--- src/rtl/ic_dma_arb_pkg.sv ---
// Shared types and constants for the DMA read-channel arbiter.
// State encoding, default widths and line-offset width.
package ic_dma_arb_pkg;

  typedef enum logic [1:0] {
    IDLE = 2'd0,
    REQ  = 2'd1,
    DONE = 2'd2
  } state_e;

  localparam int DW    = 128;
  localparam int AW    = 33;
  localparam int OFS_W = 4;
  localparam int CNT_W = 16;

endpackage

--- src/rtl/ic_dma_rd_arb_if.sv ---
// Requester and DMA-side signal bundle for ic_dma_rd_arb.
// slave = arbiter side, master = requesters plus DMA model.
interface ic_dma_rd_arb_if
  import ic_dma_arb_pkg::*;
#(
  parameter int dw = DW,
  parameter int aw = AW
);

  logic [aw-1:0] r0_addr_i;
  logic          r0_valid_i;
  logic          r0_busy_o;
  logic          r0_ack_o;
  logic          r0_err_o;
  logic [aw-1:0] r0_addr_o;
  logic [dw-1:0] r0_data_o;

  logic [aw-1:0] r1_addr_i;
  logic          r1_valid_i;
  logic          r1_busy_o;
  logic          r1_ack_o;
  logic          r1_err_o;
  logic [aw-1:0] r1_addr_o;
  logic [dw-1:0] r1_data_o;

  logic [aw-1:0] dma_addr_o;
  logic          dma_valid_o;
  logic          dma_ack_i;
  logic [aw-1:0] dma_addr_i;
  logic [dw-1:0] dma_data_i;
  logic          timeout_o;
  logic          addr_err_o;

  modport slave (
    input  r0_addr_i, r0_valid_i,
    output r0_busy_o, r0_ack_o, r0_err_o,
    output r0_addr_o, r0_data_o,
    input  r1_addr_i, r1_valid_i,
    output r1_busy_o, r1_ack_o, r1_err_o,
    output r1_addr_o, r1_data_o,
    output dma_addr_o, dma_valid_o,
    input  dma_ack_i, dma_addr_i, dma_data_i,
    output timeout_o, addr_err_o
  );

  modport master (
    output r0_addr_i, r0_valid_i,
    input  r0_busy_o, r0_ack_o, r0_err_o,
    input  r0_addr_o, r0_data_o,
    output r1_addr_i, r1_valid_i,
    input  r1_busy_o, r1_ack_o, r1_err_o,
    input  r1_addr_o, r1_data_o,
    input  dma_addr_o, dma_valid_o,
    output dma_ack_i, dma_addr_i, dma_data_i,
    input  timeout_o, addr_err_o
  );

endinterface

--- src/rtl/ic_dma_rd_arb_rr_arb2.sv ---
// Two-way round-robin pick; on a tie the requester
// that did not win last time gets the channel.
module rr_arb2 (
  input  logic [1:0] pend,
  input  logic       last_grant,
  output logic       gnt_valid,
  output logic       gnt_id
);

  assign gnt_valid = |pend;

  always_comb begin
    gnt_id = 1'b0;
    unique case (1'b1)
      (pend == 2'b11): gnt_id = ~last_grant;
      (pend == 2'b10): gnt_id = 1'b1;
      default:         gnt_id = 1'b0;
    endcase
  end

endmodule

--- src/rtl/ic_dma_rd_arb.sv ---
// Shares the DMA read channel between I$ fill (r0) and prefetch (r1).
// One transaction outstanding, address-checked acks, timeout abort.
module ic_dma_rd_arb
  import ic_dma_arb_pkg::*;
#(
  parameter int dw      = DW,
  parameter int aw      = AW,
  parameter int TIMEOUT = 255
) (
  input logic           clk,
  input logic           rst,
  ic_dma_rd_arb_if.slave bus
);

  localparam logic [CNT_W-1:0] CNT_MAX = CNT_W'(TIMEOUT - 1);

  state_e           state_q, state_d;
  logic [1:0]       pend_q;
  logic [aw-1:0]    lat_addr_q [2];
  logic             last_q, gnt_q, err_q;
  logic [CNT_W-1:0] cnt_q;
  logic [aw-1:0]    dma_addr_q;
  logic             dma_valid_q, to_q, aerr_q;
  logic [aw-1:0]    rsp_addr_q [2];
  logic [dw-1:0]    rsp_data_q [2];

  logic [1:0]       valid_in, busy, cap, ack, gnt_mask;
  logic [aw-1:0]    addr_in [2];
  logic             arb_valid, arb_id;
  logic             grant, hit, miss, expire, line_eq;

  assign valid_in   = {bus.r1_valid_i, bus.r0_valid_i};
  assign addr_in[0] = bus.r0_addr_i;
  assign addr_in[1] = bus.r1_addr_i;

  always_comb begin
    busy = '0;
    ack  = '0;
    for (int i = 0; i < 2; i++) begin
      busy[i] = pend_q[i] |
                ((state_q != IDLE) && (gnt_q == 1'(i)));
      ack[i]  = (state_q == DONE) && (gnt_q == 1'(i));
    end
  end

  assign cap = valid_in & ~busy;

  rr_arb2 u_arb (
    .pend       (pend_q),
    .last_grant (last_q),
    .gnt_valid  (arb_valid),
    .gnt_id     (arb_id)
  );

  assign line_eq = bus.dma_addr_i[aw-1:OFS_W] ==
                   dma_addr_q[aw-1:OFS_W];

  // REQ with dma_valid low means the timeout already fired.
  always_comb begin
    state_d = state_q;
    grant   = 1'b0;
    hit     = 1'b0;
    miss    = 1'b0;
    expire  = 1'b0;
    unique case (state_q)
      IDLE: begin
        if (arb_valid) begin
          grant   = 1'b1;
          state_d = REQ;
        end
      end
      REQ: begin
        if (!dma_valid_q) begin
          state_d = DONE;
        end else if (bus.dma_ack_i && line_eq) begin
          hit     = 1'b1;
          state_d = DONE;
        end else begin
          miss   = bus.dma_ack_i;
          expire = (cnt_q == CNT_MAX);
        end
      end
      DONE:    state_d = IDLE;
      default: state_d = IDLE;
    endcase
  end

  assign gnt_mask = grant ? (2'b01 << arb_id) : 2'b00;

  always_ff @(posedge clk or negedge rst) begin
    if (!rst) state_q <= IDLE;
    else      state_q <= state_d;
  end

  always_ff @(posedge clk or negedge rst) begin
    if (!rst) begin
      pend_q      <= '0;
      last_q      <= 1'b1;
      gnt_q       <= 1'b0;
      err_q       <= 1'b0;
      cnt_q       <= '0;
      dma_addr_q  <= '0;
      dma_valid_q <= 1'b0;
      to_q        <= 1'b0;
      aerr_q      <= 1'b0;
      for (int i = 0; i < 2; i++) begin
        lat_addr_q[i] <= '0;
        rsp_addr_q[i] <= '0;
        rsp_data_q[i] <= '0;
      end
    end else begin
      to_q   <= expire;
      aerr_q <= miss;
      pend_q <= (pend_q | cap) & ~gnt_mask;
      for (int i = 0; i < 2; i++)
        if (cap[i]) lat_addr_q[i] <= addr_in[i];
      if (grant) begin
        gnt_q       <= arb_id;
        last_q      <= arb_id;
        dma_addr_q  <= lat_addr_q[arb_id];
        dma_valid_q <= 1'b1;
        cnt_q       <= '0;
      end
      if (state_q == REQ && dma_valid_q)
        cnt_q <= cnt_q + CNT_W'(1);
      if (hit) begin
        dma_valid_q       <= 1'b0;
        err_q             <= 1'b0;
        rsp_data_q[gnt_q] <= bus.dma_data_i;
        rsp_addr_q[gnt_q] <= bus.dma_addr_i;
      end
      if (expire) begin
        dma_valid_q       <= 1'b0;
        err_q             <= 1'b1;
        rsp_data_q[gnt_q] <= '0;
        rsp_addr_q[gnt_q] <= dma_addr_q;
      end
    end
  end

  assign bus.r0_busy_o   = busy[0];
  assign bus.r0_ack_o    = ack[0];
  assign bus.r0_err_o    = ack[0] & err_q;
  assign bus.r0_addr_o   = rsp_addr_q[0];
  assign bus.r0_data_o   = rsp_data_q[0];
  assign bus.r1_busy_o   = busy[1];
  assign bus.r1_ack_o    = ack[1];
  assign bus.r1_err_o    = ack[1] & err_q;
  assign bus.r1_addr_o   = rsp_addr_q[1];
  assign bus.r1_data_o   = rsp_data_q[1];
  assign bus.dma_addr_o  = dma_addr_q;
  assign bus.dma_valid_o = dma_valid_q;
  assign bus.timeout_o   = to_q;
  assign bus.addr_err_o  = aerr_q;

endmodule
--- src/flat_wrapper.sv ---
// flat-port wrapper written by rule: the top's interface ports become plain ports
module ic_dma_rd_arb_flat import ic_dma_arb_pkg::*;
#(
  parameter int dw      = DW,
  parameter int aw      = AW,
  parameter int TIMEOUT = 255
)
  (clk, rst, bus_r0_addr_i, bus_r0_valid_i, bus_r0_busy_o, bus_r0_ack_o, bus_r0_err_o, bus_r0_addr_o, bus_r0_data_o, bus_r1_addr_i, bus_r1_valid_i, bus_r1_busy_o, bus_r1_ack_o, bus_r1_err_o, bus_r1_addr_o, bus_r1_data_o, bus_dma_addr_o, bus_dma_valid_o, bus_dma_ack_i, bus_dma_addr_i, bus_dma_data_i, bus_timeout_o, bus_addr_err_o);
  ic_dma_rd_arb_if #(.dw(dw), .aw(aw)) bus_i ();
  input logic clk;
  input logic rst;
  input wire logic [$bits(bus_i.r0_addr_i)-1:0] bus_r0_addr_i;
  input wire logic [$bits(bus_i.r0_valid_i)-1:0] bus_r0_valid_i;
  output wire logic [$bits(bus_i.r0_busy_o)-1:0] bus_r0_busy_o;
  output wire logic [$bits(bus_i.r0_ack_o)-1:0] bus_r0_ack_o;
  output wire logic [$bits(bus_i.r0_err_o)-1:0] bus_r0_err_o;
  output wire logic [$bits(bus_i.r0_addr_o)-1:0] bus_r0_addr_o;
  output wire logic [$bits(bus_i.r0_data_o)-1:0] bus_r0_data_o;
  input wire logic [$bits(bus_i.r1_addr_i)-1:0] bus_r1_addr_i;
  input wire logic [$bits(bus_i.r1_valid_i)-1:0] bus_r1_valid_i;
  output wire logic [$bits(bus_i.r1_busy_o)-1:0] bus_r1_busy_o;
  output wire logic [$bits(bus_i.r1_ack_o)-1:0] bus_r1_ack_o;
  output wire logic [$bits(bus_i.r1_err_o)-1:0] bus_r1_err_o;
  output wire logic [$bits(bus_i.r1_addr_o)-1:0] bus_r1_addr_o;
  output wire logic [$bits(bus_i.r1_data_o)-1:0] bus_r1_data_o;
  output wire logic [$bits(bus_i.dma_addr_o)-1:0] bus_dma_addr_o;
  output wire logic [$bits(bus_i.dma_valid_o)-1:0] bus_dma_valid_o;
  input wire logic [$bits(bus_i.dma_ack_i)-1:0] bus_dma_ack_i;
  input wire logic [$bits(bus_i.dma_addr_i)-1:0] bus_dma_addr_i;
  input wire logic [$bits(bus_i.dma_data_i)-1:0] bus_dma_data_i;
  output wire logic [$bits(bus_i.timeout_o)-1:0] bus_timeout_o;
  output wire logic [$bits(bus_i.addr_err_o)-1:0] bus_addr_err_o;
  assign bus_i.r0_addr_i = bus_r0_addr_i;
  assign bus_i.r0_valid_i = bus_r0_valid_i;
  assign bus_r0_busy_o = bus_i.r0_busy_o;
  assign bus_r0_ack_o = bus_i.r0_ack_o;
  assign bus_r0_err_o = bus_i.r0_err_o;
  assign bus_r0_addr_o = bus_i.r0_addr_o;
  assign bus_r0_data_o = bus_i.r0_data_o;
  assign bus_i.r1_addr_i = bus_r1_addr_i;
  assign bus_i.r1_valid_i = bus_r1_valid_i;
  assign bus_r1_busy_o = bus_i.r1_busy_o;
  assign bus_r1_ack_o = bus_i.r1_ack_o;
  assign bus_r1_err_o = bus_i.r1_err_o;
  assign bus_r1_addr_o = bus_i.r1_addr_o;
  assign bus_r1_data_o = bus_i.r1_data_o;
  assign bus_dma_addr_o = bus_i.dma_addr_o;
  assign bus_dma_valid_o = bus_i.dma_valid_o;
  assign bus_i.dma_ack_i = bus_dma_ack_i;
  assign bus_i.dma_addr_i = bus_dma_addr_i;
  assign bus_i.dma_data_i = bus_dma_data_i;
  assign bus_timeout_o = bus_i.timeout_o;
  assign bus_addr_err_o = bus_i.addr_err_o;
  ic_dma_rd_arb #(.dw(dw), .aw(aw), .TIMEOUT(TIMEOUT)) u_core (.clk(clk), .rst(rst), .bus(bus_i));
endmodule
--- config.mk ---
export PLATFORM = sky130hd
export DESIGN_NAME = ic_dma_rd_arb_flat
export DESIGN_NICKNAME = d
export VERILOG_FILES = /design/src/rtl/ic_dma_arb_pkg.sv /design/src/rtl/ic_dma_rd_arb_if.sv /design/src/rtl/ic_dma_rd_arb_rr_arb2.sv /design/src/rtl/ic_dma_rd_arb.sv /design/src/flat_wrapper.sv
export SDC_FILE = /design/constraint.sdc
export NUM_CORES = 1
export LEC_CHECK = 0
export CAP_MARGIN = 15
export CORE_AREA = 3 3 229 231
export CTS_BUF_LIST = sky130_fd_sc_hd__clkbuf_4 sky130_fd_sc_hd__clkbuf_8
export DETAILED_ROUTE_END_ITERATION = 6
export DIE_AREA = 0 0 232 234
export PLACE_DENSITY = 0.73
export SYNTH_ARGS = -nofsm -noshare
export SYNTH_HDL_FRONTEND = slang
export SYNTH_SLANG_ARGS = --single-unit
--- constraint.sdc ---
create_clock -name clk -period 4.9 [get_ports clk]
set_input_delay 0.49 -clock clk [delete_from_list [all_inputs] [get_ports clk]]
set_output_delay 0.49 -clock clk [all_outputs]
set_load 0.02 [all_outputs]
==> metrics.md, run 1 <==
| Metric | Value |
|---|---|
| Post-synth top cells | `dfrtp_1 (446), nand2_1 (313), nor2_1 (183), a21oi_1 (167), mux2i_1 (166)` |
| Yosys warning total | `0` |
| Pwr dens | `315 mW/mm2` |
| Max Fanout on Critical Path | `94` |
| GRT overflow | `0` |
| First-pass GRT wire length | `97.2 mm` |
| Max Root-Sink Buffers | `3` |
| Core Rows | `82` |
| RSZ-0062 raised after global routing | `false` |
| Largest net degree at the start of global routing | `162` |
| Top FF cell, synth | `dfrtp_1` |
| Via count | `15600` |
| Synth cell types | `44` |
| Total Routed Length | `65.6 mm` |
| Xor/xnor share of the synthesized area | `1.43%` |
| Final Cycle Share | `70.8%` |
| Reg2Reg Setup Slack | `1.43 ns` |
| Die height | `234 um` |
| Worst reg2reg startpoint | `u_core.bus.dma_addr_o[5]` |
| CP Class | `register to register` |
| Worst rel slew slack | `20.5%` |
| Min-Delay Path Class | `primary input to asynchronous set/reset pin` |
| Setup Buffers After CTS | `0` |
| Full die area | `0.0543 mm2` |
| Post-synth top area cell | `dfrtp_1` |
| Area Growth Syn to Fin | `45.4%` |
| Adder-Cell Fraction of Synth Area | `0.136%` |
| H-tree levels | `3` |
| Io pins | `596` |
| Top-area cell type share of the netlist area | `60.6%` |
| Seq pwr share | `49.0%` |
| Final setup viols | `0` |
| Placed insts | `2874` |
| Logic gate share of total power | `8.4%` |
| CTS Buf Count | `78` |
| Compound-Gate Fraction of Synth Area | `8.81%` |
| Worst Setup EP | `u_core.bus.r1_data_o[8]` |
| Core Footprint | `0.0503 mm2` |
| Initial core utilization | `36.6%` |
| Net Sw Frac | `23.7%` |
| CTS root buffer | `clkbuf_8` |
| Most common cell in the netlist | `dfrtp_1` |
| Crit. Startpoint | `u_core.bus.dma_addr_o[5]` |
| Leak | `0.0133 uW` |
| Pre-Repair DR Iteration Count | `5` |
| Antenna Nets Post-Route | `0` |
| Syn Inst Count | `1701` |
| Proportion of layout cells with a drive suffix above 1 | `10.2%` |
| Largest family of logic cells by synthesized area | `multiplexers` |
| Final net count | `2517` |
| VDD IR max | `229 uV` |
| Non-Filler Instances | `3015` |
| Async S/R FF share, synth | `100%` |
| Setup TNS | `0 ns` |
| Iter 0 DRT Violations | `1310` |
| Number of port buffers | `595` |
| Syn Area/Cell | `10.8 um2` |
| Post-synthesis simple-gate area fraction | `12.5%` |
| Initial antenna violation count | `3` |
| Dpl cell area | `0.0251 mm2` |
| Worst-path clk slew | `0.06 ns` |
| Worst Reg-to-Reg Cells | `7` |
| Worst Clk Skew | `0.0271 ns` |
| Skew-Pair Late Insertion Delay | `0.63 ns` |
| CTS tree | `done` |
| Post-synth EDFFs | `0` |
| Max-slew violations | `0` |
| Final instance area | `0.0268 mm2` |
| Psw | `2000 uW` |
| Number of global-route vias before repair | `15900` |
| CP Data Arrival Time | `3.95 ns` |
| Drt drc | `0` |
| Mapped cell area | `0.0184 mm2` |
| GRT Total Usage | `23.3%` |
| Mux cell area share after synthesis | `13.1%` |
| Reg-to-Reg End | `u_core.bus.r1_data_o[8]` |
| Post-DR vias/cell | `5.18` |
| Tmin final | `3.47 ns` |
| Clock Sinks | `447` |
| Clock share of power | `42.6%` |
| Max-cap violations | `0` |
| Internal power | `6440 uW` |
| Req. time, crit path | `5.38 ns` |
| Placer Congestion | `0.896` |
| Resized cells post-CTS | `0` |
| Setup crit end kind | `register` |
| Syn nets | `1935` |
| CP startpoint kind | `register` |
| Die width | `232 um` |
| Final hold vios | `0` |
| Post-layout util | `53.3%` |
| Detailed placement HPWL | `45.7 mm` |
| Routed len/inst | `21.8 um` |
| Status | `completed` |
| Register area share after synthesis | `60.7%` |
| Area contributors post-synth | `dfrtp_1 (61%), mux2i_1 (9.0%), nand2_1 (6.4%)` |
| FMAX | `288 MHz` |
| Worst-margin pin slew | `1.19 ns` |
| Synthesized flop and latch total | `447` |
[area by class of cell]
| type | instances | area [um2] |
|---|---|---|
| flip-flops and latches | 447 | 11200 |
| repair buffers | 617 | 6240 |
| well taps | 672 | 841 |
| multi-input cells | 1099 | 6700 |
| clock inverters | 11 | 93.8 |
| inverters | 40 | 150 |
| fillers | 4398 | 23500 |
| clock buffers | 128 | 1560 |
| diodes | 1 | 2.50 |
[repair_timing]
action                                 4_1_cts  5_1_grt
endpoints found under the hold margin       55        0
setup endpoints to repair                    0        0
hold buffers                                 1        0
[state kept, by name, indices dropped and copies added, names as in the netlist, 2 cells and up]
signal                 count
u_core.bus.r1_addr_o      33
u_core.bus.r0_addr_o      33
u_core.bus.dma_addr_o     33
u_core.pend_q              2
u_core.bus.r1_data_o     128
u_core.cnt_q              16
u_core.bus.r0_data_o     128
u_core.state_q             2
u_core.lat_addr_q         66
[routing by layer]
metal | vias to the layer above | GRT usage (%) | share of wire (%)
met5 | - | 0 | 0.035
met1 | 7763 | 26.9 | 37
met3 | 134 | 8.20 | 10
met2 | 739 | 38.5 | 48
met4 | 4 | 11.9 | 4.8
li1 | 6969 | - | -
[kinds of logic (layout without fill, tap and decap cells)]
kind of cell    after synthesis  count (layout)
mux                         232             232
other cells                   0               1
compound gates              265             265
fa+ha+maj                     2               2
flops                       447             447
xor+xnor                     30              30
simple gates                570             570
buf+inv                     155             796
[worst min path at each step]
stage               from                  endpoint  cells after the start
floorplan            rst     u_core.bus.addr_err_o                      0
global placement     rst  u_core.bus.r0_addr_o[15]                      1
detailed placement   rst  u_core.bus.r0_addr_o[15]                      1
CTS                  rst  u_core.bus.r1_addr_o[30]                      2
global route         rst  u_core.bus.r0_addr_o[15]                      2
finish               rst  u_core.bus.r1_addr_o[30]                      2
[through the flow]
step	hold slack [ns]	worst slack [ns]	total power, uW
final	0.372	1.43	8440
after detailed placement	0.453	0.962	4910
after global placement	0.451	1.01	4870
after floorplan	0.194	2.40	4440
after global routing	0.377	1.35	8790
after CTS	0.329	1.46	8530
[critical path, stage by stage (launching register included)]
cell and delay, ns:
dfrtp_1 0.47, xnor2_1 0.37, nand4_1 0.30, nor4b_1 0.75
nand4_1 0.36, buf_12 0.30, mux2i_1 0.38, nor2_1 0.06
[power by group through the flow]
| stage | Combinational, uW | Clock [uW] | Sequential [uW] |
|---|---|---|---|
| final | 707 | 3590 | 4140 |
| after floorplan | 284 | 0 | 4150 |
| after global placement | 691 | 0 | 4180 |
| after CTS | 716 | 3680 | 4130 |
| after global routing | 762 | 3860 | 4160 |
| after detailed placement | 713 | 0 | 4200 |
[cells in the final DEF, fill, tap and decap left out, drive strengths merged, types with 5 or more instances in the layout]
master,instances
a22oi,33
a21oi,167
a222oi,33
xnor2,11
clkbuf,128
xor2,19
nor4,7
nand2,313
clkdlybuf4s50,594
mux2,66
nand3,37
nor2,183
nand4,9
dfrtp,446
mux2i,166
o21ai,18
buf,22
inv,41
clkinv,6
and2,5
Note: power is estimated with default switching activity, not from simulation.
==> inputs of run 2 (changes only) <==
- CORE_AREA: 3 3 229 231 -> 3 3 231 233
- DIE_AREA: 0 0 232 234 -> 0 0 234 236
- PLACE_DENSITY: 0.73 -> 0.75
- clock period: 4.9 -> 3 ns (I/O delays scaled with it)
==> metrics.md, run 2 (synthesis gave the netlist of run 1 again) <==
| Metric | Value |
|---|---|
| Resized cells post-CTS | `0 (unchanged)` |
| Final setup viols | `0 (unchanged)` |
| Drt drc | `3 (was 0)` |
| Leak | `0.0138 uW (was 0.0133 uW)` |
| Total Routed Length | `66.9 mm (was 65.6 mm)` |
| Die width | `234 um (was 232 um)` |
| CP startpoint kind | `register (unchanged)` |
| Final Cycle Share | `93.9% (was 70.8%)` |
| Worst-margin pin slew | `0.796 ns (was 1.19 ns)` |
| First-pass GRT wire length | `101 mm (was 97.2 mm)` |
| CTS Buf Count | `76 (was 78)` |
| Setup TNS | `0 ns (unchanged)` |
| CP Data Arrival Time | `3.37 ns (was 3.95 ns)` |
| Worst slack at placement | `-0.165 ns (was 0.962 ns)` |
| Pwr dens | `497 mW/mm2 (was 315 mW/mm2)` |
| Iter 0 DRT Violations | `1247 (was 1310)` |
| Core Rows | `83 (was 82)` |
| Dpl cell area | `0.0261 mm2 (was 0.0251 mm2)` |
| H-tree levels | `3 (unchanged)` |
| Full die area | `0.0552 mm2 (was 0.0543 mm2)` |
| Die height | `236 um (was 234 um)` |
| Max-slew violations | `0 (unchanged)` |
| Initial antenna violation count | `7 (was 3)` |
| Detailed placement HPWL | `48.8 mm (was 45.7 mm)` |
| Post-DR vias/cell | `5.18 (about the same)` |
| Req. time, crit path | `3.56 ns (was 5.38 ns)` |
| Min-Delay Path Class | `primary input to register (was primary input to asynchronous set/reset pin)` |
| Failing checks | `design-rule violations` |
| CTS tree | `done (unchanged)` |
| Via count | `16100 (was 15600)` |
| Skew-Pair Late Insertion Delay | `0.66 ns (was 0.63 ns)` |
| Most frequent cells in the layout | `clkdlybuf4s50_1 (594), dfrtp_1 (446), nand2_1 (313) (unchanged)` |
| Number of port buffers | `595 (unchanged)` |
| Tmin final | `2.82 ns (was 3.47 ns)` |
| Max Root-Sink Buffers | `3 (unchanged)` |
| Worst Clk Skew | `0.0391 ns (was 0.0271 ns)` |
| Io pins | `596 (unchanged)` |
| Area Growth Syn to Fin | `50.8% (was 45.4%)` |
| Setup ws final | `0.183 ns (was 1.43 ns)` |
| FMAX | `355 MHz (was 288 MHz)` |
| GRT Total Usage | `23.8% (was 23.3%)` |
| Final instance area | `0.0278 mm2 (was 0.0268 mm2)` |
| Clock Sinks | `447 (unchanged)` |
| Commonest non-fill, non-tap cell in the layout | `clkdlybuf4s50_1 (unchanged)` |
| GRT overflow | `0 (unchanged)` |
| Worst-path clk slew | `0.06 ns (about the same)` |
| Placer Congestion | `0.879 (was 0.896)` |
| CTS root buffer | `clkbuf_8 (unchanged)` |
| Routed len/inst | `21.5 um (was 21.8 um)` |
| Final net count | `2611 (was 2517)` |
| Number of global-route vias before repair | `16700 (was 15900)` |
| CP Class | `register to register (unchanged)` |
| Setup crit end kind | `register (unchanged)` |
| Antenna Nets Post-Route | `0 (unchanged)` |
| Tot Pwr | `13800 uW (was 8440 uW)` |
| Worst rel slew slack | `46.9% (was 20.5%)` |
| Core Footprint | `0.0514 mm2 (was 0.0503 mm2)` |
| Max Fanout on Critical Path | `20 (was 94)` |
| Initial core utilization | `35.8% (was 36.6%)` |
| VDD IR max | `461 uV (was 229 uV)` |
| Setup Buffers After CTS | `0 (unchanged)` |
| Proportion of layout cells with a drive suffix above 1 | `13.5% (was 10.2%)` |
| Max-cap violations | `0 (unchanged)` |
| RSZ-0062 raised after global routing | `false (unchanged)` |
| Final hold vios | `0 (unchanged)` |
| # fillers | `4325 (was 4398)` |
| Pre-Repair DR Iteration Count | `7 (was 5)` |
| Largest net degree at the start of global routing | `88 (was 162)` |
| Status | `finished with violations (was completed)` |
==> run 2: changes by cell type in the layout (fill, tap and decap cells not counted) <==
cell	before	now
buf_12	9	32
buf_4	12	85
clkbuf_4	32	26
clkinv_2	6	4
clkinv_8	0	1
diode_2	1	3
inv_6	0	2
==> run 2: layout make-up <==
cell class / count / area [um2] / share of cell area (%)
flip-flops and latches: 447 / 11200 / 40.3
repair buffers: 713 / 7250 / 26.1
multi-input cells: 1099 / 6700 / 24.1
inverters: 40 / 150 / 0.540
clock inverters: 12 / 118 / 0.423
clock buffers: 122 / 1520 / 5.46
well taps: 680 / 851 / 3.06
diodes: 3 / 7.51 / 0.0270
==> run 2: metal layers <==
metal	vias to the layer above	global-route usage, %	share of wire (%)
met3	173	8.41	11
met2	872	38.2	48
met1	7941	27.5	36
met4	4	13.2	5.5
li1	7143	-	-
met5	-	0	0.040
==> run 2: final timing paths <==
path                                           from                   endpoint  slack [ns]  cells after the start
max                        u_core.bus.dma_addr_o[8]  u_core.bus.r0_data_o[117]        0.18                      8
min                               bus_dma_data_i[3]    u_core.bus.r0_data_o[3]        0.23                      3
max reg2reg                u_core.bus.dma_addr_o[8]  u_core.bus.r0_data_o[117]        0.18                      8
min reg2reg                  u_core.bus.dma_valid_o          u_core.state_q[1]        0.48                      1
max in group asynchronous                       rst   u_core.bus.r1_data_o[75]        1.65                      3
min in group asynchronous                       rst      u_core.lat_addr_q[49]        0.28                      2
==> run 2: stage by stage <==
stage / utilization, % / std cells / hold slack [ns]
floorplan: - / 1701 / 0.00441
global placement: 50.8 / 2978 / 0.364
detailed placement: 50.8 / 2978 / 0.374
CTS: 54.0 / 3113 / 0.163
global route: 54.0 / 3116 / 0.192
finish: 54.0 / 3116 / 0.234
==> run 2: power by group <==
| part | internal (uW) | total [uW] | switching (uW) |
|---|---|---|---|
| clock network | 3300 | 5820 | 2520 |
| registers | 6470 | 6750 | 286 |
| logic | 727 | 1240 | 515 |
| total | 10500 | 13800 | 3320 |
==> run 2: repair_timing <==
action | CTS | global route
hold buffers | 1 | 0
hold endpoints to repair | 73 | 0
setup endpoints to repair | 0 | 0
==> run 2: worst max-delay path: stages, from the launching register on <==
cell	delay, ns
dfrtp_1	0.45
xnor2_1	0.45
nand4_1	0.18
or4b_1	0.56
nor4_4	0.30
buf_12	0.26
buf_4	0.25
nand2_1	0.09
a21oi_1	0.17
==> inputs of run 3 (changes only) <==
- HOLD_SLACK_MARGIN: not set -> 0.05
==> results of run 3 <==
The final DEF is identical to that of run 2; final timing and power are the same.
